===== config.mk =====
export PLATFORM = sky130hd
export DESIGN_NAME = bally_video_sync
export DESIGN_NICKNAME = d
export VERILOG_FILES = /design/src/rtl/bally_video_pkg.sv /design/src/rtl/bally_sync_2ff.sv /design/src/rtl/bally_video_sync.sv
export SDC_FILE = /design/constraint.sdc
export NUM_CORES = 1
export LEC_CHECK = 0
export BUFFER_PORTS_ARGS = -buffer_cell sky130_fd_sc_hd__buf_2
export CAP_MARGIN = 20
export CORE_MARGIN = 2
export CORE_UTILIZATION = 58
export DETAILED_ROUTE_END_ITERATION = 8
export PLACE_DENSITY = 0.8
export SLEW_MARGIN = 20
export SYNTH_ARGS = -nofsm -noshare
export SYNTH_HDL_FRONTEND = slang
export SYNTH_HIERARCHICAL = 1
export SYNTH_SLANG_ARGS = --single-unit

===== constraint.sdc =====
create_clock -name CLK_VIDEO -period 3.5 [get_ports CLK_VIDEO]
set_input_delay 0 -clock CLK_VIDEO [delete_from_list [all_inputs] [get_ports CLK_VIDEO]]
set_output_delay 0 -clock CLK_VIDEO [all_outputs]
set_load 0.02 [all_outputs]

===== src/rtl/bally_video_pkg.sv =====
// Shared types and default timing for the BALLY video sync recovery stage.
package bally_video_pkg;

   // Frame-lock qualification states.
   typedef enum logic [1:0] {
      SEARCH  = 2'd0,
      MEASURE = 2'd1,
      LOCKED  = 2'd2
   } lock_state_t;

   // Default BALLY timing: 16 video clocks per pixel, 9-bit position counters.
   localparam int DEF_PIX_DIV     = 16;
   localparam int DEF_CNT_W       = 9;
   localparam int DEF_H_ACT_START = 34;
   localparam int DEF_H_ACT_END   = 214;
   localparam int DEF_V_ACT_START = 25;
   localparam int DEF_V_ACT_END   = 254;
   localparam int DEF_LOCK_FRAMES = 2;

   // Width of the matching-frame counter; comfortably covers any sensible LOCK_FRAMES.
   localparam int MATCH_W = 4;

endpackage


===== src/rtl/bally_sync_2ff.sv =====
// Two-flop synchroniser bringing a clk_sys-domain level into the video clock domain.
module bally_sync_2ff (
   input  logic clk,
   input  logic reset,
   input  logic d,
   output logic q
);

   logic meta_r;
   logic sync_r;

   // Two back-to-back flops; only the second stage is used downstream.
   always_ff @(posedge clk or posedge reset) begin
      if (reset) begin
         meta_r <= 1'b0;
         sync_r <= 1'b0;
      end else begin
         meta_r <= d;
         sync_r <= meta_r;
      end
   end

   assign q = sync_r;

endmodule


===== src/rtl/bally_video_sync.sv =====
// Recovers pixel enable, position counters, blanking and frame lock from raw core syncs.
module bally_video_sync
   import bally_video_pkg::*;
#(
   parameter int PIX_DIV     = DEF_PIX_DIV,
   parameter int CNT_W       = DEF_CNT_W,
   parameter int H_ACT_START = DEF_H_ACT_START,
   parameter int H_ACT_END   = DEF_H_ACT_END,
   parameter int V_ACT_START = DEF_V_ACT_START,
   parameter int V_ACT_END   = DEF_V_ACT_END,
   parameter int LOCK_FRAMES = DEF_LOCK_FRAMES
) (
   input  logic             CLK_VIDEO,
   input  logic             reset,
   input  logic             hs_in,
   input  logic             vs_in,
   output logic             ce_pix,
   output logic             hsync,
   output logic             vsync,
   output logic             hblank,
   output logic             vblank,
   output logic [CNT_W-1:0] hcount,
   output logic [CNT_W-1:0] vcount,
   output logic [CNT_W-1:0] line_len,
   output logic [CNT_W-1:0] frame_len,
   output logic             locked
);

   localparam int               DIV_W      = (PIX_DIV > 1) ? $clog2(PIX_DIV) : 1;
   localparam logic [DIV_W-1:0] DIV_LAST   = DIV_W'(PIX_DIV - 1);
   localparam logic [DIV_W-1:0] DIV_ZERO   = {DIV_W{1'b0}};
   localparam logic [DIV_W-1:0] DIV_ONE    = DIV_W'(1);
   localparam logic [CNT_W-1:0] CNT_ZERO   = {CNT_W{1'b0}};
   localparam logic [CNT_W-1:0] CNT_ONE    = CNT_W'(1);
   localparam logic [CNT_W-1:0] CNT_MAX    = {CNT_W{1'b1}};
   localparam logic [CNT_W-1:0] H_START    = CNT_W'(H_ACT_START);
   localparam logic [CNT_W-1:0] H_END      = CNT_W'(H_ACT_END);
   localparam logic [CNT_W-1:0] V_START    = CNT_W'(V_ACT_START);
   localparam logic [CNT_W-1:0] V_END      = CNT_W'(V_ACT_END);
   localparam logic [MATCH_W-1:0] MATCH_ZERO = {MATCH_W{1'b0}};
   localparam logic [MATCH_W-1:0] MATCH_ONE  = MATCH_W'(1);
   localparam logic [MATCH_W-1:0] MATCH_LAST = MATCH_W'(LOCK_FRAMES - 1);

   logic               hs_sync_s;
   logic               vs_sync_s;
   logic [DIV_W-1:0]   div_cnt_r;
   logic               tick_s;
   logic               ce_pix_r;
   logic               hsync_r;
   logic               vsync_r;
   logic               hblank_r;
   logic               vblank_r;
   logic [CNT_W-1:0]   hcount_r;
   logic [CNT_W-1:0]   vcount_r;
   logic [CNT_W-1:0]   line_len_r;
   logic [CNT_W-1:0]   frame_len_r;
   logic               locked_r;
   logic               hs_rise_s;
   logic               vs_rise_s;
   logic               timeout_s;
   logic [CNT_W-1:0]   new_len_s;
   logic [CNT_W-1:0]   line_meas_s;
   logic [CNT_W-1:0]   hcount_nxt_s;
   logic [CNT_W-1:0]   vcount_nxt_s;
   lock_state_t        state_r;
   lock_state_t        state_nxt_s;
   logic [MATCH_W-1:0] match_r;
   logic [MATCH_W-1:0] match_nxt_s;
   logic [CNT_W-1:0]   ref_len_r;
   logic [CNT_W-1:0]   ref_len_nxt_s;
   logic               locked_nxt_s;
   logic               hblank_nxt_s;
   logic               vblank_nxt_s;

   bally_sync_2ff u_hs_sync (.clk(CLK_VIDEO), .reset(reset), .d(hs_in), .q(hs_sync_s));
   bally_sync_2ff u_vs_sync (.clk(CLK_VIDEO), .reset(reset), .d(vs_in), .q(vs_sync_s));

   assign tick_s      = (div_cnt_r == DIV_LAST);
   assign hs_rise_s   = hs_sync_s & ~hsync_r;
   // vsync is only resampled on an hsync rising edge, so a frame edge is always a line edge.
   assign vs_rise_s   = hs_rise_s & vs_sync_s & ~vsync_r;
   assign timeout_s   = (vcount_r == CNT_MAX);
   assign new_len_s   = vcount_r + CNT_ONE;
   assign line_meas_s = hcount_r + CNT_ONE;

   // Pixel divider: free-running 0..PIX_DIV-1; ce_pix is the wrap tick delayed one cycle.
   always_ff @(posedge CLK_VIDEO or posedge reset) begin
      if (reset) begin
         div_cnt_r <= DIV_ZERO;
         ce_pix_r  <= 1'b0;
      end else begin
         if (tick_s) begin
            div_cnt_r <= DIV_ZERO;
         end else begin
            div_cnt_r <= div_cnt_r + DIV_ONE;
         end
         ce_pix_r <= tick_s;
      end
   end

   // Next position: restart on line/frame edges, otherwise count up and stick at all-ones.
   always_comb begin
      hcount_nxt_s = hcount_r;
      vcount_nxt_s = vcount_r;
      if (hs_rise_s) begin
         hcount_nxt_s = CNT_ZERO;
         if (vs_rise_s) begin
            vcount_nxt_s = CNT_ZERO;
         end else if (vcount_r != CNT_MAX) begin
            vcount_nxt_s = vcount_r + CNT_ONE;
         end else begin
            vcount_nxt_s = vcount_r;
         end
      end else if (hcount_r != CNT_MAX) begin
         hcount_nxt_s = hcount_r + CNT_ONE;
      end else begin
         hcount_nxt_s = hcount_r;
      end
   end

   // Lock qualification: a frame length must repeat before the mixer gets active video.
   always_comb begin
      state_nxt_s   = state_r;
      match_nxt_s   = match_r;
      ref_len_nxt_s = ref_len_r;
      case (state_r)
         SEARCH: begin
            if (vs_rise_s) begin
               state_nxt_s   = MEASURE;
               match_nxt_s   = MATCH_ZERO;
               ref_len_nxt_s = new_len_s;
            end else begin
               state_nxt_s = SEARCH;
            end
         end
         MEASURE: begin
            if (vs_rise_s) begin
               if (new_len_s == ref_len_r) begin
                  match_nxt_s = match_r + MATCH_ONE;
                  if ((match_r + MATCH_ONE) >= MATCH_LAST) begin
                     state_nxt_s = LOCKED;
                  end else begin
                     state_nxt_s = MEASURE;
                  end
               end else begin
                  ref_len_nxt_s = new_len_s;
                  match_nxt_s   = MATCH_ZERO;
               end
            end else if (timeout_s) begin
               state_nxt_s = SEARCH;
            end else begin
               state_nxt_s = MEASURE;
            end
         end
         LOCKED: begin
            if ((vs_rise_s && (new_len_s != ref_len_r)) || (!vs_rise_s && timeout_s)) begin
               state_nxt_s = SEARCH;
            end else begin
               state_nxt_s = LOCKED;
            end
         end
         default: begin
            state_nxt_s = SEARCH;
         end
      endcase
   end

   // Blanking is decided from the positions being loaded, and forced while unlocked.
   always_comb begin
      locked_nxt_s = (state_nxt_s == LOCKED);
      hblank_nxt_s = (hcount_nxt_s >= H_END) | (hcount_nxt_s < H_START) | ~locked_nxt_s;
      vblank_nxt_s = (vcount_nxt_s < V_START) | (vcount_nxt_s > V_END) | ~locked_nxt_s;
   end

   // Timing registers: all position, measurement and blank state moves only on the pixel tick.
   always_ff @(posedge CLK_VIDEO or posedge reset) begin
      if (reset) begin
         hsync_r     <= 1'b0;
         vsync_r     <= 1'b0;
         hcount_r    <= CNT_ZERO;
         vcount_r    <= CNT_ZERO;
         line_len_r  <= CNT_ZERO;
         frame_len_r <= CNT_ZERO;
         hblank_r    <= 1'b1;
         vblank_r    <= 1'b1;
      end else if (tick_s) begin
         hsync_r  <= hs_sync_s;
         hcount_r <= hcount_nxt_s;
         vcount_r <= vcount_nxt_s;
         hblank_r <= hblank_nxt_s;
         vblank_r <= vblank_nxt_s;
         if (hs_rise_s) begin
            line_len_r <= line_meas_s;
            vsync_r    <= vs_sync_s;
         end
         if (vs_rise_s) begin
            frame_len_r <= new_len_s;
         end
      end
   end

   // Lock state register, advanced on the pixel tick alongside the counters.
   always_ff @(posedge CLK_VIDEO or posedge reset) begin
      if (reset) begin
         state_r   <= SEARCH;
         match_r   <= MATCH_ZERO;
         ref_len_r <= CNT_ZERO;
         locked_r  <= 1'b0;
      end else if (tick_s) begin
         state_r   <= state_nxt_s;
         match_r   <= match_nxt_s;
         ref_len_r <= ref_len_nxt_s;
         locked_r  <= locked_nxt_s;
      end
   end

   assign ce_pix    = ce_pix_r;
   assign hsync     = hsync_r;
   assign vsync     = vsync_r;
   assign hblank    = hblank_r;
   assign vblank    = vblank_r;
   assign hcount    = hcount_r;
   assign vcount    = vcount_r;
   assign line_len  = line_len_r;
   assign frame_len = frame_len_r;
   assign locked    = locked_r;

endmodule


---- Word level (Yosys, flattened, before mapping) ----
Cells that the tools add are included.
W data, S select, Z words.
storage, ports and cells
  output and inout bits ................... 42
  register bits ........................... 65
  logic and storage cells ................. 80
  bits of input ports ..................... 4
operators by class
  equal/unequal tests ..................... 12
  $add $sub $neg .......................... 4
  bitwise gates (word level) .............. 10
  multiplexer cells ....................... 21
  order comparisons ....................... 5
  reductions and logical operators ........ 10
operators by type and width
  kind                   count
  $mux W9                8
  $add A9 B1 Y9 const B  2
  $ne A9 B9 Y1 const B   2
  $pmux W9 S2            1
  $mux W4                4
  $eq A9 B9 Y1           1
  $eq A9 B9 Y1 const B   1
  $ge A9 B8 Y1 const B   1
  $gt A9 B8 Y1 const B   1
  $lt A9 B5 Y1 const B   1
  $lt A9 B6 Y1 const B   1
  $ne A9 B9 Y1           1
  $add A4 B1 Y4 const B  2
  $mux W2                4
  $pmux W4 S2            1
  $ne A2 B2 Y1 const B   3
  $pmux W2 S3            1
  $reduce_and A5 Y1      1
  $eq A2 B2 Y1 const B   2
  $eq A4 B4 Y1 const B   1
  $ge A4 B1 Y1 const B   1
  $or A1 B1 Y1           4
  $reduce_and A2 Y1      2
  $reduce_and A4 Y1      1
  9 further kinds        15

---- Depth between registers and ports, before layout ----
Gate-level depths: netlist of the first run.
  word-level depth ........................ 12
  gate-level depth with buffers ........... 14
  gate-level depth less buffers ........... 12

---- Hierarchy ----
The synthesis of the first run kept the hierarchy.
modules (own cells, without submodules)
  module            cells each  sequential area each (µm²)  times used  area an instance (µm²)
  bally_video_sync  412         1529.0                      1           3686.0
  bally_sync_2ff    3           50.0                        2           53.8

---- Worst setup path after synthesis of the first run ----
No wires, ideal clock.
  path kind ............................... reg-to-reg
  from .................................... register vcount_r[1], in the netlist vcount[1]
  to ...................................... register vblank_r, in the netlist vblank
  path buffers ............................ 2
  arrival time ............................ 2790 ps
  period minus slack after synthesis ...... 2874 ps
  required time ........................... 3417 ps
  cell stages (with the launch flop) ...... 14
  library setup time ...................... 83 ps
  setup slack ............................. 626 ps
  path through ............................ dfrtp_1 > ha_1 > buf_4 > nand3_2 > nor2_1 > nand2_1 > inv_1 > ha_1 > or3b_1 > clkbuf_1 > o31a_1 > o21ai_1 > o41ai_1 > o32a_1
on the way
  cells in the longest elaborated chain, start to end .. 9
  elaborated cells between the ends (all ways) .. 22
  those cells by class .................... 1 x add/sub; 2 x order compare; 5 x eq/ne; 8 x mux; 3 x bitwise; 3 x reduce/logical
ends and longest elaborated chain
  element                                                                line                     source
  start: declaration                                                     bally_video_sync.sv:54   logic [CNT_W-1:0] vcount_r;
  start signal: assignment                                               bally_video_sync.sv:189  vcount_r <= vcount_nxt_s;
  parallel branches: the longest is 8 deep, another holds $add A9 B1 Y9  n/a
  $or A1 B1 Y1 *                                                         bally_video_sync.sv:172  vblank_nxt_s = (vcount_nxt_s < V_START) | (vcount_nxt_s > V_END) | ~locked_nxt_s;
  end signal: assignment                                                 bally_video_sync.sv:191  vblank_r <= vblank_nxt_s;
  end: declaration                                                       bally_video_sync.sv:52   logic vblank_r;
Mark *: on every way between the ends.
A chain may end at the register's enable or synchronous reset.

---- Final worst setup path of the first run ----
  from .................................... register vcount_r[1], in the netlist vcount[1]
  to ...................................... register ref_len_r[1]
on the way
  cells in the longest elaborated chain, start to end .. 4
  elaborated cells between the ends (all ways) .. 8
  those cells by class .................... 1 x add/sub; 2 x eq/ne; 4 x mux; 1 x reduce/logical
ends and longest elaborated chain
  element                      line                     source
  $add A9 B1 Y9                bally_video_sync.sv:83   assign new_len_s = vcount_r + CNT_ONE;
  net new_len_s[8]             bally_video_sync.sv:61   logic [CNT_W-1:0] new_len_s;
  $eq A9 B9 Y1                 bally_video_sync.sv:138  if (new_len_s == ref_len_r) begin
  $ne A2 B2 Y1 (no line)       n/a
  $reduce_and A5 Y1 (no line)  n/a
  end signal: assignment       bally_video_sync.sv:212  ref_len_r <= ref_len_nxt_s;
  end: declaration             bally_video_sync.sv:69   logic [CNT_W-1:0] ref_len_r;
The timed path passes the listed nets, and every way through them passes these cells. The select of a mux whose other input is x is not followed.

==> results_dict.tcl, run 1 <==
set metrics [dict create \
    status "complete, no violations" \
    routabilityCongestion 0.910 \
    path_clk_slew_ns 0.07 \
    yosysWarnings 6 \
    rows 29 \
    grt_util_all_layers_pct 25.3 \
    cts_setup_buffers 0 \
    grt_pass1_wl_mm 14.5 \
    num_io_pins 46 \
    synth_flop_cell "dfrtp_1" \
    powerDensity_nw_per_um2 358 \
    final_cell_mix "67 x nand2_1, 63 x dfrtp_1, 45 x buf_2" \
    drtIter0Drc 259 \
    finalCritPeriodShare_pct 91.5 \
    hold_path_class "in -> async" \
    r2r_end "ref_len_r[1]" \
    portBuffers 45 \
    crit_required_ns 3.72 \
    crit_path_top_delay_cell "dfrtp_1" \
    fin_worst_skew_ns 0.00632 \
    use_met3_pct 4.38 \
    hold_ws_ns 0.0685 \
    finalNetCount 470 \
    wl_per_cell_um 16.1 \
    peakVddDrop_mv 0.278 \
    drcViolationCount 0 \
    syn_nets 431 \
    start_util_pct 59.7 \
    grt_pass1_vias 3005 \
    ys_ff_latch 65 \
    die_h_um 84.9 \
    total_power_uw 1520 \
    clock_latency_ns 0.34 \
    use_met2_pct 37.2 \
    setup.worst_path.end_class "register" \
    overflow 0 \
    finalCriticalPeriod_ns 3.20 \
    cts_root_buf "clkbuf_8" \
    antenna_found_initial 0 \
    arrival_ns 3.42 \
    path_cells "ha_2 -> nand3_2 -> nor2_1 -> nand2_1 -> ha_1 -> xnor2_1 -> o2111ai_1 -> a211oi_2 -> nand4_2 -> nand2_2 -> mux2_1" \
    synth_seq_area_share_pct 42.9 \
    cts-buffers-inserted 9 \
    hold_viol 0 \
    worstSetupPathType "reg -> reg" \
    synth-edff-count 0 \
    async_reset_ff_share_pct 100 \
    top_usage_layer "met2" \
    ff2ff_setup_slack_ns 0.30 \
    wl_mm 8.68 \
    synth_cell_types 63 \
    critPathMaxStageDelay_ns 0.55 \
    leakage_uw 0.00201 \
    grt_max_degree 39 \
    drive_gt1_share_pct 17.7 \
    path_max_fanout 10 \
    chipWidth_um 84.9 \
    final_antenna_net_count 0 \
    syn_area_um2 3790 \
    maxCapViolCount 0 \
    clock_path_buffers 2 \
    slew_violations 0 \
    clock_sinks 65 \
    num_vias 3263 \
    syn_to_final_growth_pct 12.0 \
    tightest_slew_ns 0.671 \
    r2r-start "vcount[1]" \
    core-area_um2 6350 \
    cp-start-kind "register" \
    synthCells 418 \
    endpoint "ref_len_r[1]" \
    layout_commonest_cell "nand2_1" \
    r2r_cells 11 \
    finalSetupViolations 0 \
    startpoint "vcount[1]" \
    cts_tree "done" \
    drt-pass1-iter-count 5 \
    dp_hpwl_mm 6.03 \
    finalSetupTns_ns 0 \
    antenna-diode-count 0 \
    syn_avg_cell_area_um2 9.08 \
    relSlewSlack_pct 55.1 \
    vias_per_cell 6.05 \
    htree_levels 3 \
    max_freq_mhz 312 \
    rsz0062_at_grt "no" \
    dieArea_um2 7200 \
    use_met1_pct 36.8 \
]
## cells by family (layout without fill, tap and decap cells)
family	count (synthesis)	after routing	share of synthesized area, %
AOI/OAI and AO/OA	106	106	18.0
xor gates and xnor gates	26	26	6.00
adders and majority gates	9	9	2.97
buffers and inverters	45	89	5.01
DFF	65	65	42.9
muxes	14	14	4.02
and+or+nand+nor	153	153	21.1
## metrics by stage
| stage | cell area, um2 | util, % | std cells | setup slack [ns] |
|---|---|---|---|---|
| 2_1_floorplan | 3790 | - | 418 | 0.626 |
| 3_3_place_gp | 4050 | 63.7 | 520 | 0.515 |
| 3_5_place_dp | 4050 | 63.7 | 520 | 0.284 |
| 4_1_cts | 4250 | 66.9 | 539 | 0.280 |
| 5_1_grt | 4250 | 66.9 | 539 | 0.0376 |
| 6_report | 4250 | 66.9 | 539 | 0.298 |
## worst min path at each step
stage	from	end	slack, ns	depth (start not counted)
CTS	reset	u_hs_sync/meta_r	0.06	3
global placement	reset	u_vs_sync/meta_r	-0.12	2
detailed placement	reset	u_vs_sync/q	-0.12	2
global route	reset	u_hs_sync/meta_r	0.1	3
finish	reset	u_vs_sync/q	0.07	3
floorplan	reset	u_hs_sync/meta_r	-0.26	1
## critical path: cells and delay by family (launching register included)
family	cells	cell delay, ns
AOI/OAI and AO/OA	2	0.43
xor gates and xnor gates	1	0.14
adders and majority gates	2	0.72
DFF	1	0.55
muxes	1	0.36
and+or+nand+nor	5	0.89
## layer usage
layer  vias up  wire length, um
li1       1574                -
met1      1545             4060
met2       119             3940
met3        25              460
met4         0              219
met5         -                0
## cells in the mapped netlist, drive strengths merged (2+ instances only)
cell type	instances	area share, %
or3b	2	0.46
nand2b	5	0.82
xnor2	15	3.5
and4	2	0.46
and4b	2	0.53
o22ai	5	0.82
clkbuf	20	2.0
mux2	10	3.0
o21ai	37	4.9
a211oi	6	1.3
nor3b	3	0.59
mux2i	4	1.1
o41ai	5	1.2
nor2b	6	0.99
a21oi	17	2.3
nor3	4	0.53
and3	4	0.66
or3	7	1.2
dfrtp	63	42
nand2	68	6.8
xor2	11	2.5
ha	9	3.0
a311oi	2	0.46
a31oi	9	1.5
o31ai	5	1.1
a22o	3	0.69
a21o	7	1.4
nor4	3	0.49
and3b	2	0.46
dfstp	2	1.4
buf	7	1.3
nor2	18	1.8
nand3	12	1.7
o31a	3	0.69
nand4	8	1.9
inv	17	1.7
## sequential cells by signal (all words and copies together), names as in the netlist
name	count
frame_len	9
hcount	9
line_len	9
ref_len_r	9
vcount	9
div_cnt_r	4
match_r	4
state_r	2
ce_pix	1
hblank	1
hsync	1
locked	1
u_hs_sync/meta_r	1
u_hs_sync/q	1
u_vs_sync/meta_r	1
u_vs_sync/q	1
vblank	1
vsync	1
## what timing repair did
item / CTS / global route
endpoints found under the setup margin: 0 / 5
hold buffers: 3 / 0
hold endpoints to repair: 29 / 0
resized for setup: 0 / 1
## where the power goes
part / switching, uW / leakage, uW / internal (uW)
registers: 22.9 / 0.000863 / 770
clock network: 272 / 0.0000850 / 298
logic: 99.4 / 0.00106 / 57.2
total: 394 / 0.00201 / 1130
## layout make-up
| type | instances | area (um2) |
|---|---|---|
| fill | 515 | 2100 |
| inverter | 18 | 67.6 |
| sequential | 65 | 1630 |
| tap | 77 | 96.3 |
| timing repair buffer | 55 | 308 |
| clock buffer | 16 | 170 |
| multi-input combinational | 308 | 1980 |
Note: power is estimated with default switching activity, not from simulation.
==> run 2: changes to the inputs <==
Settings changed: ABC_CLOCK_PERIOD_IN_PS set to 3500, CELL_PAD_IN_SITES_DETAIL_PLACEMENT set to 1, CELL_PAD_IN_SITES_GLOBAL_PLACEMENT set to 1, CORE_MARGIN 2 to unset, CORE_UTILIZATION 58 to 45, PLACE_DENSITY 0.8 to unset, PLACE_DENSITY_LB_ADDON set to 0.1.
==> run 2 against run 1 <==
Routed wire length grew 20%; die area is 22% higher; largest power group unchanged; cell area increased by 1.7%; clock power grew 14%; total power grew 5.3%; critical endpoint is now vblank; setup slack better by 0.081 ns; final cell count is 5.6% higher; critical path depth increased by 1; worst hold slack improved by 0.022 ns; via count up 1.7%.
==> results_dict.tcl, run 2 (synthesis gave the netlist of run 1 again) <==
set metrics [dict create \
    maxCapViolCount 0 \
    grt_pass1_vias 3306 \
    path_clk_slew_ns 0.07 \
    die_h_um 93.8 \
    grt_pass1_wl_mm 17.3 \
    syn_to_final_growth_pct 13.9 \
    path_cells "ha_1 -> nand3_2 -> nor2_1 -> nand2_1 -> inv_1 -> ha_1 -> nor4bb_1 -> xor2_1 -> a21oi_1 -> o211ai_1 -> o21ai_1 -> o32a_1" \
    status "complete, no violations" \
    final_cell_mix "67 x nand2_1, 63 x dfrtp_1, 45 x buf_2" \
    power.share.switching_pct 26.7 \
    fin_worst_skew_ns 0.0103 \
    core-area_um2 8180 \
    crit_path_top_delay_cell "nor4bb_1" \
    cp-start-kind "register" \
    p_int_uw 1170 \
    nFillCells 977 \
    cts-resized-gates 0 \
    drcViolationCount 0 \
    clock_latency_ns 0.34 \
    rows 33 \
    r2r_cells 12 \
    p_comb_share_pct 10.0 \
    max_freq_mhz 320 \
    clock_path_buffers 2 \
    htree_levels 3 \
    finalSetupViolations 0 \
    chipWidth_um 93.8 \
    antenna-diode-count 0 \
    rsz0062_at_grt "no" \
    tightest_slew_ns 0.793 \
    relSlewSlack_pct 46.4 \
    layout_commonest_cell "nand2_1" \
    p_sw_uw 427 \
    cts-buffers-inserted 9 \
    r2r_end "vblank" \
    slew_violations 0 \
    peakVddDrop_mv 0.269 \
    dp_cells 550 \
    r2r-start "vcount[1]" \
    seq_power_share_pct 49.5 \
    final_antenna_net_count 0 \
    dieArea_um2 8800 \
    crit_required_ns 3.76 \
    finalCriticalPeriod_ns 3.12 \
    finalCritPeriodShare_pct 89.2 \
    ff2ff_setup_slack_ns 0.38 \
    finalNetCount 472 \
    worst_path_dominant_cell_family "simple AND/OR/NAND/NOR gates" \
    powerDensity_nw_per_um2 370 \
    fin_cells 569 \
    clock_sinks 65 \
    startpoint "vcount[1]" \
    cts_tree "done" \
    hold_path_class "in -> async" \
    dp_hpwl_mm 7.22 \
    wl_mm 10.4 \
    leakage_uw 0.00204 \
    critPathMaxStageDelay_ns 0.71 \
    critPathBufInv 1 \
    finalSetupTns_ns 0 \
    grt_util_all_layers_pct 25.5 \
    clkPwrFrac_pct 40.5 \
    antenna_found_initial 0 \
    vias_per_cell 5.83 \
    worstSetupPathType "reg -> reg" \
    hold_viol 0 \
    drive_gt1_share_pct 18.8 \
    wl_per_cell_um 18.3 \
    path_max_fanout 10 \
    arrival_ns 3.39 \
    path_common_cell "ha_1" \
    num_vias 3320 \
    num_io_pins 46 \
    cts_root_buf "clkbuf_8" \
    routabilityCongestion 0.863 \
    portBuffers 45 \
    overflow 0 \
    drt-pass1-iter-count 4 \
    setup.worst_path.end_class "register" \
    start_util_pct 46.4 \
    grt_max_degree 34 \
    drtIter0Drc 104 \
]
-- run 2: per-stage QoR --
| step | cell area, um2 | utilization [%] | hold slack (ns) | total power (uW) | worst slack (ns) |
|---|---|---|---|---|---|
| after floorplan | 3790 | - | -0.259 | 915 | 0.626 |
| after global placement | 4100 | 50.1 | -0.125 | 958 | 0.633 |
| after detailed placement | 4100 | 50.1 | -0.120 | 964 | 0.455 |
| after CTS | 4320 | 52.9 | 0.0575 | 1610 | 0.433 |
| after global routing | 4320 | 52.9 | 0.0916 | 1660 | 0.217 |
| final | 4320 | 52.9 | 0.0901 | 1600 | 0.379 |
-- run 2: what timing repair did --
action / 4_1_cts / 5_1_grt
endpoints found under the setup margin: 0 / 0
setup buffers: 0 / 0
hold buffers: 3 / 0
endpoints found under the hold margin: 38 / 0
-- run 2: tightest hold or removal path, cell delays in order --
cell and delay, ns:
dlygate4sd3_1 0.54, buf_2 0.14, inv_1 0.08
-- run 2: how the worst max path moves through the flow --
stage               slack, ns            to  cells after the start
floorplan                0.63        vblank                     13
global route             0.22        vblank                     11
finish                   0.38        vblank                     12
CTS                      0.43        vblank                     12
global placement         0.63  ref_len_r[1]                     11
detailed placement       0.45  ref_len_r[4]                     11
-- run 2: metal layers --
| metal | wire length (um) | up-vias | track usage, % | share of wire (%) |
|---|---|---|---|---|
| met5 | 0 | - | 0 | 0 |
| met4 | 183 | 0 | 8.72 | 1.8 |
| met3 | 410 | 16 | 3.56 | 3.9 |
| met2 | 4820 | 80 | 40.2 | 46 |
| met1 | 4980 | 1661 | 35.6 | 48 |
| li1 | - | 1563 | - | - |
-- run 2: power by group through the flow --
stage	registers (uW)	clock network [uW]	logic (uW)
after floorplan	815	0	100
after global placement	805	0	152
after detailed placement	807	0	157
after CTS	792	658	161
after global routing	796	684	177
final	792	647	160
-- run 2: final cells by class --
cell class | count | area, um2 | share of cell area (%)
inverters | 18 | 67.6 | 1.56
clock inverters | 5 | 55.1 | 1.27
multi-input cells | 308 | 1970 | 45.7
flip-flops and latches | 65 | 1630 | 37.7
clock buffers | 11 | 141 | 3.27
well taps | 105 | 131 | 3.04
repair buffers | 57 | 323 | 7.47
==> run 3: changes to the inputs <==
Settings changed: CORE_ASPECT_RATIO set to 2, SETUP_SLACK_MARGIN set to 0.1.
==> run 3 against run 2 <==
Clock power is 59% higher; non-clock buffer count is 8 higher; register-to-register slack better by 0.12 ns; via count is 1.1% higher; total power is 25% higher; core utilization is 2.0 points higher; critical endpoint is now ref_len_r[4]; largest cell class unchanged; largest power group is now clock.
==> results_dict.tcl, run 3 (synthesis gave the netlist of run 1 again) <==
set metrics [dict create \
    leakage_uw 0.00214 \
    num_io_pins 46 \
    cts_tree "done" \
    dieArea_um2 8820 \
    status "complete, no violations" \
    die_h_um 132 \
    core-area_um2 8230 \
    setup.worst_path.end_class "register" \
    cp-start-kind "register" \
    path_max_fanout 10 \
    grt_max_degree 41 \
    finalCritPeriodShare_pct 85.6 \
    arrival_ns 3.20 \
    final_antenna_net_count 0 \
    maxCapViolCount 0 \
    hold_viol 0 \
    dp_hpwl_mm 8.27 \
    finalSetupViolations 0 \
    utilization_pct 54.9 \
    routabilityCongestion 0.860 \
    final_cell_mix "67 x nand2_1, 63 x dfrtp_1, 45 x buf_2" \
    drt-pass1-iter-count 4 \
    drive_gt1_share_pct 20.3 \
    finalCriticalPeriod_ns 3.00 \
    layout_commonest_cell "nand2_1" \
    grt_pass1_wl_mm 18.2 \
    r2r-start "vcount[1]" \
    portBuffers 45 \
    powerDensity_nw_per_um2 441 \
    htree_levels 3 \
    wl_met1_mm 4.04 \
    syn_to_final_growth_pct 19.2 \
    cts-resized-gates 0 \
    path_clk_slew_ns 0.06 \
    relSlewSlack_pct 39.9 \
    vias_per_cell 5.89 \
    total_power_uw 1990 \
    finalSetupTns_ns 0 \
    routed.top_layer "met4" \
    antenna-diode-count 0 \
    start_util_pct 46.1 \
    ff2ff_setup_slack_ns 0.50 \
    antenna_found_initial 0 \
    startpoint "vcount[1]" \
    cts_hold_buf 3 \
    chipWidth_um 66.9 \
    wl_per_cell_um 19.6 \
    wl_met2_mm 6.28 \
    clock_sinks 65 \
    cts_root_buf "clkbuf_16" \
    rsz0062_at_grt "no" \
    peakVddDrop_mv 0.316 \
    wl_mm 11.2 \
    cts-buffers-inserted 9 \
    fin_worst_skew_ns 0.00670 \
    hold_path_class "in -> async" \
    drtIter0Drc 121 \
    wl_met3_um 262 \
    finalNetCount 480 \
    nFillCells 972 \
    grt_pass1_vias 3555 \
    clock_latency_ns 0.33 \
    worstSetupPathType "reg -> reg" \
    crit_required_ns 3.71 \
    num_vias 3357 \
    endpoint "ref_len_r[4]" \
    overflow 0 \
    r2r_cells 11 \
    grt_util_all_layers_pct 28.1 \
    drcViolationCount 0 \
    tightest_slew_ns 0.901 \
    max_freq_mhz 334 \
    slew_violations 0 \
    clock_path_buffers 2 \
    rows 47 \
    cts_setup_buffers 0 \
    r2r_end "ref_len_r[4]" \
]
run 3: changes by cell type in the layout (fill, tap and decap cells not counted), sizes merged:
cell    previous run  this run
buf               54        62
bufinv             1         3
clkbuf            11         9
run 3: how the worst min path moves through the flow:
stage	end	cells past startpoint
after global routing	u_vs_sync/q	3
after detailed placement	u_vs_sync/meta_r	2
final	u_vs_sync/q	3
after CTS	u_vs_sync/meta_r	3
after floorplan	u_hs_sync/meta_r	1
after global placement	u_hs_sync/meta_r	2
run 3: through the flow:
stage	instances	hold WS (ns)	setup WS, ns	area (um2)
after floorplan	418	-0.259	0.626	3790
after global placement	551	-0.116	0.595	4150
after detailed placement	551	-0.113	0.525	4150
after CTS	570	0.0861	0.499	4520
after global routing	570	0.101	0.219	4520
final	570	0.0920	0.504	4520
run 3: layout make-up:
type                    instances  area [um2]  area share [%]
multi-input cells             308        1970            43.7
flip-flops and latches         65        1630            36.0
repair buffers                 65         383            8.47
clock buffers                   9         225            4.98
well taps                      98         123            2.71
clock inverters                 7         119            2.63
inverters                      18        67.6            1.49
run 3: critical path: stages (launching register included):
cell and delay, ns:
dfrtp_1 0.53, ha_1 0.25, nand3_2 0.16, nor2_1 0.16, nand2_1 0.09, ha_1 0.32
xnor2_1 0.14, o2111ai_1 0.16, a211oi_2 0.20, nand4_2 0.25, nand2_2 0.25, mux2_1 0.36
run 3: report_power, final:
part | leakage (uW) | internal, uW | switching [uW] | total [uW]
Clock | 0.000162 | 695 | 339 | 1030
Sequential | 0.000863 | 771 | 21.9 | 792
Combinational | 0.00112 | 60.2 | 108 | 168
run 3: layer usage:
metal | up-vias | track usage (%)
met2 | 83 | 50.4
met3 | 39 | 3.46
met1 | 1655 | 28.4
met5 | - | 0
li1 | 1580 | -
met4 | 0 | 19.7
